==> src/rtl/keypad_pkg.sv <==
// Shared types and helpers for the keypad receive path.
// Frame bit index is col*NUM_ROWS+row; key codes are {row[1:0], col[1:0]}.
package keypad_pkg;

    localparam int NUM_ROWS = 4;
    localparam int NUM_COLS = 4;

    typedef logic [3:0]                   key_code_t;
    typedef logic [NUM_ROWS*NUM_COLS-1:0] key_frame_t;

    typedef enum logic [1:0] {IDLE, PRESSED, MULTI} kp_state_t;

    // Lowest set bit wins; callers only use this on single-bit frames.
    function automatic key_code_t onehot_to_code(key_frame_t frame);
        key_code_t  code;
        logic [3:0] idx;
        code = '0;
        for (int i = NUM_ROWS*NUM_COLS-1; i >= 0; i--) begin
            idx = 4'(i);
            if (frame[i]) code = {idx[1:0], idx[3:2]};
        end
        return code;
    endfunction

    function automatic key_frame_t code_to_onehot(key_code_t code);
        return key_frame_t'(1) << {code[1:0], code[3:2]};
    endfunction

endpackage

==> src/rtl/keypad_row_sync.sv <==
// Two-flop synchronizer for the asynchronous row lines, with column_index
// delayed by the same two stages so each row sample stays tagged with its column.
module keypad_row_sync (
    input  logic       slow_clk,
    input  logic       rst,
    input  logic [1:0] column_index,
    input  logic [3:0] row_in,
    output logic [3:0] row_s2,
    output logic [1:0] col_d2
);

    logic [3:0] row_s1;
    logic [1:0] col_d1;

    // NOTE: non-blocking assignments so every stage samples the previous value of its predecessor.
    always_ff @(posedge slow_clk) begin
        if (!rst) begin
            row_s1 <= '0;
            row_s2 <= '0;
            col_d1 <= '0;
            col_d2 <= '0;
        end else begin
            row_s1 <= row_in;
            row_s2 <= row_s1;
            col_d1 <= column_index;
            col_d2 <= col_d1;
        end
    end

endmodule

==> src/rtl/keypad_row_decoder.sv <==
// Builds 16-bit key frames from the scanned rows, debounces whole frames and
// reports clean single-key presses; multi-key frames are flagged and ignored.
module keypad_row_decoder
    import keypad_pkg::*;
#(
    parameter int DEBOUNCE_FRAMES = 4
) (
    input  logic       slow_clk,
    input  logic       rst,
    input  logic [1:0] column_index,
    input  logic [3:0] row_in,
    output logic [3:0] key_code,
    output logic       key_valid,
    output logic       key_pressed,
    output logic       multi_key
);

    localparam logic [3:0] CNT_MAX = 4'(DEBOUNCE_FRAMES - 1);

    logic [3:0] row_s2;
    logic [1:0] col_d2;
    key_frame_t frame_acc, frame_acc_next, frame_new, frame_prev;
    logic       frame_done;
    logic [3:0] stable_cnt, stable_cnt_next;
    logic       stable, frame_zero, frame_single;
    kp_state_t  state;

    keypad_row_sync u_sync (
        .slow_clk     (slow_clk),
        .rst          (rst),
        .column_index (column_index),
        .row_in       (row_in),
        .row_s2       (row_s2),
        .col_d2       (col_d2)
    );

    // NOTE: every always_comb output gets a default first so no path can infer a latch.
    always_comb begin
        frame_acc_next = frame_acc;
        frame_acc_next[{col_d2, 2'b00} +: 4] = row_s2;

        stable_cnt_next = '0;
        if (frame_new == frame_prev)
            stable_cnt_next = (stable_cnt == CNT_MAX) ? CNT_MAX : stable_cnt + 4'd1;
        stable = frame_done && (stable_cnt_next == CNT_MAX);

        frame_zero   = (frame_new == '0);
        frame_single = !frame_zero && ((frame_new & (frame_new - key_frame_t'(1))) == '0);
    end

    always_ff @(posedge slow_clk) begin
        if (!rst) begin
            frame_acc  <= '0;
            frame_new  <= '0;
            frame_done <= 1'b0;
        end else begin
            frame_acc  <= frame_acc_next;
            frame_done <= (col_d2 == 2'd3);
            if (col_d2 == 2'd3) frame_new <= frame_acc_next;
        end
    end

    // Saturating run length of identical frames; a single bounce restarts it.
    always_ff @(posedge slow_clk) begin
        if (!rst) begin
            frame_prev <= '0;
            stable_cnt <= '0;
        end else if (frame_done) begin
            frame_prev <= frame_new;
            stable_cnt <= stable_cnt_next;
        end
    end

    always_ff @(posedge slow_clk) begin
        if (!rst) begin
            state       <= IDLE;
            key_code    <= '0;
            key_valid   <= 1'b0;
            key_pressed <= 1'b0;
            multi_key   <= 1'b0;
        end else begin
            key_valid <= 1'b0;
            if (stable) begin
                unique case (state)
                    IDLE: begin
                        if (frame_single) begin
                            state       <= PRESSED;
                            key_code    <= onehot_to_code(frame_new);
                            key_valid   <= 1'b1;
                            key_pressed <= 1'b1;
                        end else if (!frame_zero) begin
                            state     <= MULTI;
                            multi_key <= 1'b1;
                        end
                    end
                    PRESSED: begin
                        if (frame_zero) begin
                            state       <= IDLE;
                            key_pressed <= 1'b0;
                        end else if (frame_new != code_to_onehot(key_code)) begin
                            state       <= MULTI;
                            key_pressed <= 1'b0;
                            multi_key   <= 1'b1;
                        end
                    end
                    MULTI: begin
                        if (frame_zero) begin
                            state     <= IDLE;
                            multi_key <= 1'b0;
                        end
                    end
                    default: state <= IDLE;
                endcase
            end
        end
    end

endmodule

==> config.mk <==
export PLATFORM = sky130hd
export DESIGN_NAME = keypad_row_decoder
export DESIGN_NICKNAME = d
export VERILOG_FILES = /design/src/rtl/keypad_pkg.sv /design/src/rtl/keypad_row_sync.sv /design/src/rtl/keypad_row_decoder.sv
export SDC_FILE = /design/constraint.sdc
export NUM_CORES = 1
export LEC_CHECK = 0
export ABC_CLOCK_PERIOD_IN_PS = 5600
export BUFFER_PORTS_ARGS = -buffer_cell sky130_fd_sc_hd__clkbuf_2
export CAP_MARGIN = 20
export CORE_MARGIN = 3
export CORE_UTILIZATION = 60
export DETAILED_ROUTE_END_ITERATION = 10
export GPL_ROUTABILITY_DRIVEN = 0
export PLACE_DENSITY = 0.78
export SLEW_MARGIN = 10
export SYNTH_ARGS = -nofsm -noshare
export SYNTH_HDL_FRONTEND = slang
export SYNTH_SLANG_ARGS = --single-unit
==> constraint.sdc <==
create_clock -name slow_clk -period 5.6 [get_ports slow_clk]
set_input_delay 1.12 -clock slow_clk [delete_from_list [all_inputs] [get_ports slow_clk]]
set_output_delay 1.12 -clock slow_clk [all_outputs]
set_load 0.01 [all_outputs]
==> impl_metrics.sql <==
INSERT INTO impl_metrics (metric_group, metric, value, unit) VALUES
('pwr', 'clockPowerShare', '41.2', '%'),
('floorplanning', 'floorplan.io_pins', '15', ''),
('final_layout', 'diodes', '0', ''),
('pwr', 'power.density', '255.0', 'nW/um2'),
('timing', 'post_layout_worst_setup_margin', '2976', 'ps'),
('yosys', 'yosys-top-cells-count', 'sky130_fd_sc_hd__dfxtp_1 (74), sky130_fd_sc_hd__nor2_1 (73), sky130_fd_sc_hd__a21oi_1 (30)', ''),
('timing', 'timing.final.max_slew_violations', '0', ''),
('worst_setup_path', 'worst_path_most_repeated_cell', 'sky130_fd_sc_hd__nor4_4', ''),
('floorplanning', 'start_util', '62.57', '%'),
('clocking', 'clock_slew_seen_by_the_registers_of_the_worst_setup_and_hold_paths', '80', 'ps'),
('worst_setup_path', 'critical_path.startpoint', 'frame_new[8]', ''),
('timing', 'minimum_clock_period_after_layout', '2624', 'ps'),
('floorplanning', 'fp.dieH', '85.04', 'um'),
('final_layout', 'finalNetCount', '445', ''),
('clocking', 'cts_tree', 'yes', ''),
('timing', 'fin_crit_sh', '46.87', '%'),
('clocking', 'cts_repair_resize_count', '0', ''),
('clocking', 'cts_made_buffers', '9', ''),
('floorplanning', 'core-area', '5991', 'um2'),
('route', 'number_of_remaining_drc_errors', '0', ''),
('timing', 'worst_relative_slew_slack', '39.11', '%'),
('status', 'status', 'finished, final reports clean', ''),
('final_layout', 'stdcell_count', '510', ''),
('worst_setup_path', 'timing.critical_path.slowest_stage_cell', 'sky130_fd_sc_hd__dfxtp_1', ''),
('floorplanning', 'floorplan.die.width', '85.04', 'um'),
('yosys', 'synth_warnings', '0', ''),
('timing', 'tightest_slew', '912.1', 'ps'),
('yosys', 'cell_type_with_the_highest_aggregate_area_in_the_netlist', 'sky130_fd_sc_hd__dfxtp_1', ''),
('min_path', 'worst_hold_startpoint', 'u_sync.col_d1[0]', ''),
('grt', 'grt_pass1_wl', '13320', 'um'),
('yosys', 'number_of_enable_flip_flop_cells_after_synthesis', '0', ''),
('yosys', 'yosys_register_bits', '74', ''),
('yosys', 'synth_cells', '438', ''),
('route', 'remaining_antenna_violation_count', '0', ''),
('clocking', 'cts.path.max_buffers', '2', ''),
('job', 'max_cap_violations', '0', ''),
('route', 'drt-vias-per-instance', '5.959', ''),
('worst_setup_path', 'critPathKind', 'register to register', ''),
('final_layout', 'syn2layout_area_growth', '6.809', '%'),
('clocking', 'post_cts.repair.setup_buffers', '0', ''),
('grt', 'grt_antenna_before_repair', '0', ''),
('yosys', 'yosys.cell_types.count', '55', ''),
('pwr', 'power.share.combinational', '5.9', '%'),
('yosys', 'synth.area.top_cells', 'sky130_fd_sc_hd__dfxtp_1 (40%), sky130_fd_sc_hd__nor2_1 (7.3%), sky130_fd_sc_hd__mux2i_1 (5.1%)', ''),
('clocking', 'postCtsHoldBufs', '0', ''),
('route', 'drt_pre_antenna_iters', '4', ''),
('yosys', 'async_set_reset_flop_share_out_of_synthesis', '0', '%'),
('placement', 'post_dp_cell_area', '3771', 'um2'),
('route', 'drtIter0Drc', '210', ''),
('grt', 'grt_use_total', '23.04', '%'),
('placement', 'placedCellCount', '493', ''),
('worst_setup_path', 'setup.worst_path.start_class', 'register', ''),
('route', 'num_vias', '3039', ''),
('floorplanning', 'die-area', '7232', 'um2'),
('clocking', 'htreeDepth', '3', ''),
('clocking', 'root_buffer', 'sky130_fd_sc_hd__clkbuf_8', ''),
('timing', 'fin_skew', '9.772', 'ps'),
('yosys', 'syn_area', '3749', 'um2'),
('pwr', 'vdd.ir_drop.worst', '0.2374', 'mV'),
('yosys', 'synth_nets', '453', ''),
('placement', 'place_ws', '2978', 'ps'),
('floorplanning', 'floorplan.rows', '28', ''),
('worst_setup_path', 'worst_path_cell_chain', 'xnor2_1, nand4_1, nor4_4, nand4_4, nor4_4, mux2i_1, nor2_1', ''),
('yosys', 'synthesis.area_per_instance', '8.558', 'um2'),
('placement', 'hpwlAfterDp', '5312', 'um'),
('grt', 'via_count_of_the_first_global_routing_pass', '2832', ''),
('route', 'wirelength', '7756', 'um'),
('timing', 'hold_violations', '0', ''),
('pwr', 'sw_frac_of_total', '23.10', '%'),
('worst_setup_path', 'critPathCaptureType', 'register', ''),
('timing', 'max_freq', '381.0', 'MHz');
placed cells by master, fill, tap and decap left out, types with 8 or more instances in the layout:
cell                       instances
sky130_fd_sc_hd__dfxtp_1          74
sky130_fd_sc_hd__and2_1           14
sky130_fd_sc_hd__a211oi_1         18
sky130_fd_sc_hd__nor2b_1          20
sky130_fd_sc_hd__nand4_1           8
sky130_fd_sc_hd__nor2_1           73
sky130_fd_sc_hd__o21ai_0          10
sky130_fd_sc_hd__xnor2_1          17
sky130_fd_sc_hd__a21oi_1          30
sky130_fd_sc_hd__mux2i_1          19
sky130_fd_sc_hd__clkbuf_2         14
sky130_fd_sc_hd__nor3_1           14
sky130_fd_sc_hd__nand2_1          14
sky130_fd_sc_hd__inv_1             8
sky130_fd_sc_hd__nand2b_1         10
sky130_fd_sc_hd__clkbuf_8         11
registers in the layout, indices dropped and copies added (netlist names):
register	flops
u_sync.col_d1	2
u_sync.row_s1	4
stable_cnt	4
key_pressed	1
frame_prev	16
key_valid	1
state	2
frame_done	1
u_sync.col_d2	2
key_code	4
multi_key	1
frame_acc	16
frame_new	16
u_sync.row_s2	4
cell type report:
| type | count | area (um2) |
|---|---|---|
| Clock inverter | 4 | 50.05 |
| Fill cell | 476 | 1987 |
| Sequential cell | 74 | 1481 |
| Inverter | 9 | 33.78 |
| Timing Repair Buffer | 16 | 105.1 |
| Clock buffer | 12 | 155.1 |
| Multi-Input combinational cell | 320 | 2085 |
| Tap cell | 75 | 93.84 |
logic make-up after synthesis:
family	after synthesis	synth area share, %
simple gates	191	28.74
compound gates	84	14.79
flops	74	39.52
buf+inv	44	4.873
mux	19	5.073
xor+xnor	18	4.406
fa+ha+maj	8	2.603
final timing paths:
| check | endpoint | slack [ps] | depth (start not counted) |
|---|---|---|---|
| max reg2reg | key_code[0] | 2980 | 7 |
| min | u_sync.col_d2[0] | 430 | 1 |
| max | key_code[0] | 2980 | 7 |
| min reg2reg | u_sync.col_d2[0] | 430 | 1 |
power by group through the flow:
stage | Clock [mW] | Sequential (mW) | Combinational [mW]
after floorplan | 0 | 0.547 | 0.0512
after global placement | 0 | 0.552 | 0.0587
after detailed placement | 0 | 0.553 | 0.0593
after CTS | 0.428 | 0.540 | 0.0596
after global routing | 0.450 | 0.541 | 0.0689
final | 0.420 | 0.541 | 0.0601
per-stage QoR:
step	hold WS (ps)	total power [mW]	utilization, %
2_1_floorplan	411.9	0.5984	-
3_3_place_gp	415.9	0.6110	62.95
3_5_place_dp	416.9	0.6120	62.95
4_1_cts	434.7	1.028	66.37
5_1_grt	450.2	1.061	66.83
6_report	431.9	1.021	66.83
worst max-delay path, delay by kind of cell, from the launching register on:
kind	cells	cell delay, ps
XOR/XNOR	1	190
AND/OR/NAND/NOR	5	1470
multiplexers	1	230
flip-flops	1	600
routing by layer:
layer	track usage [%]	up-vias	routed length, um
met5	0	-	0
met4	5.612	0	104
met3	7.864	14	452
met2	35.81	68	3604
met1	30.90	1431	3594
li1	-	1526	-
Power figures use the tool's default switching activity.
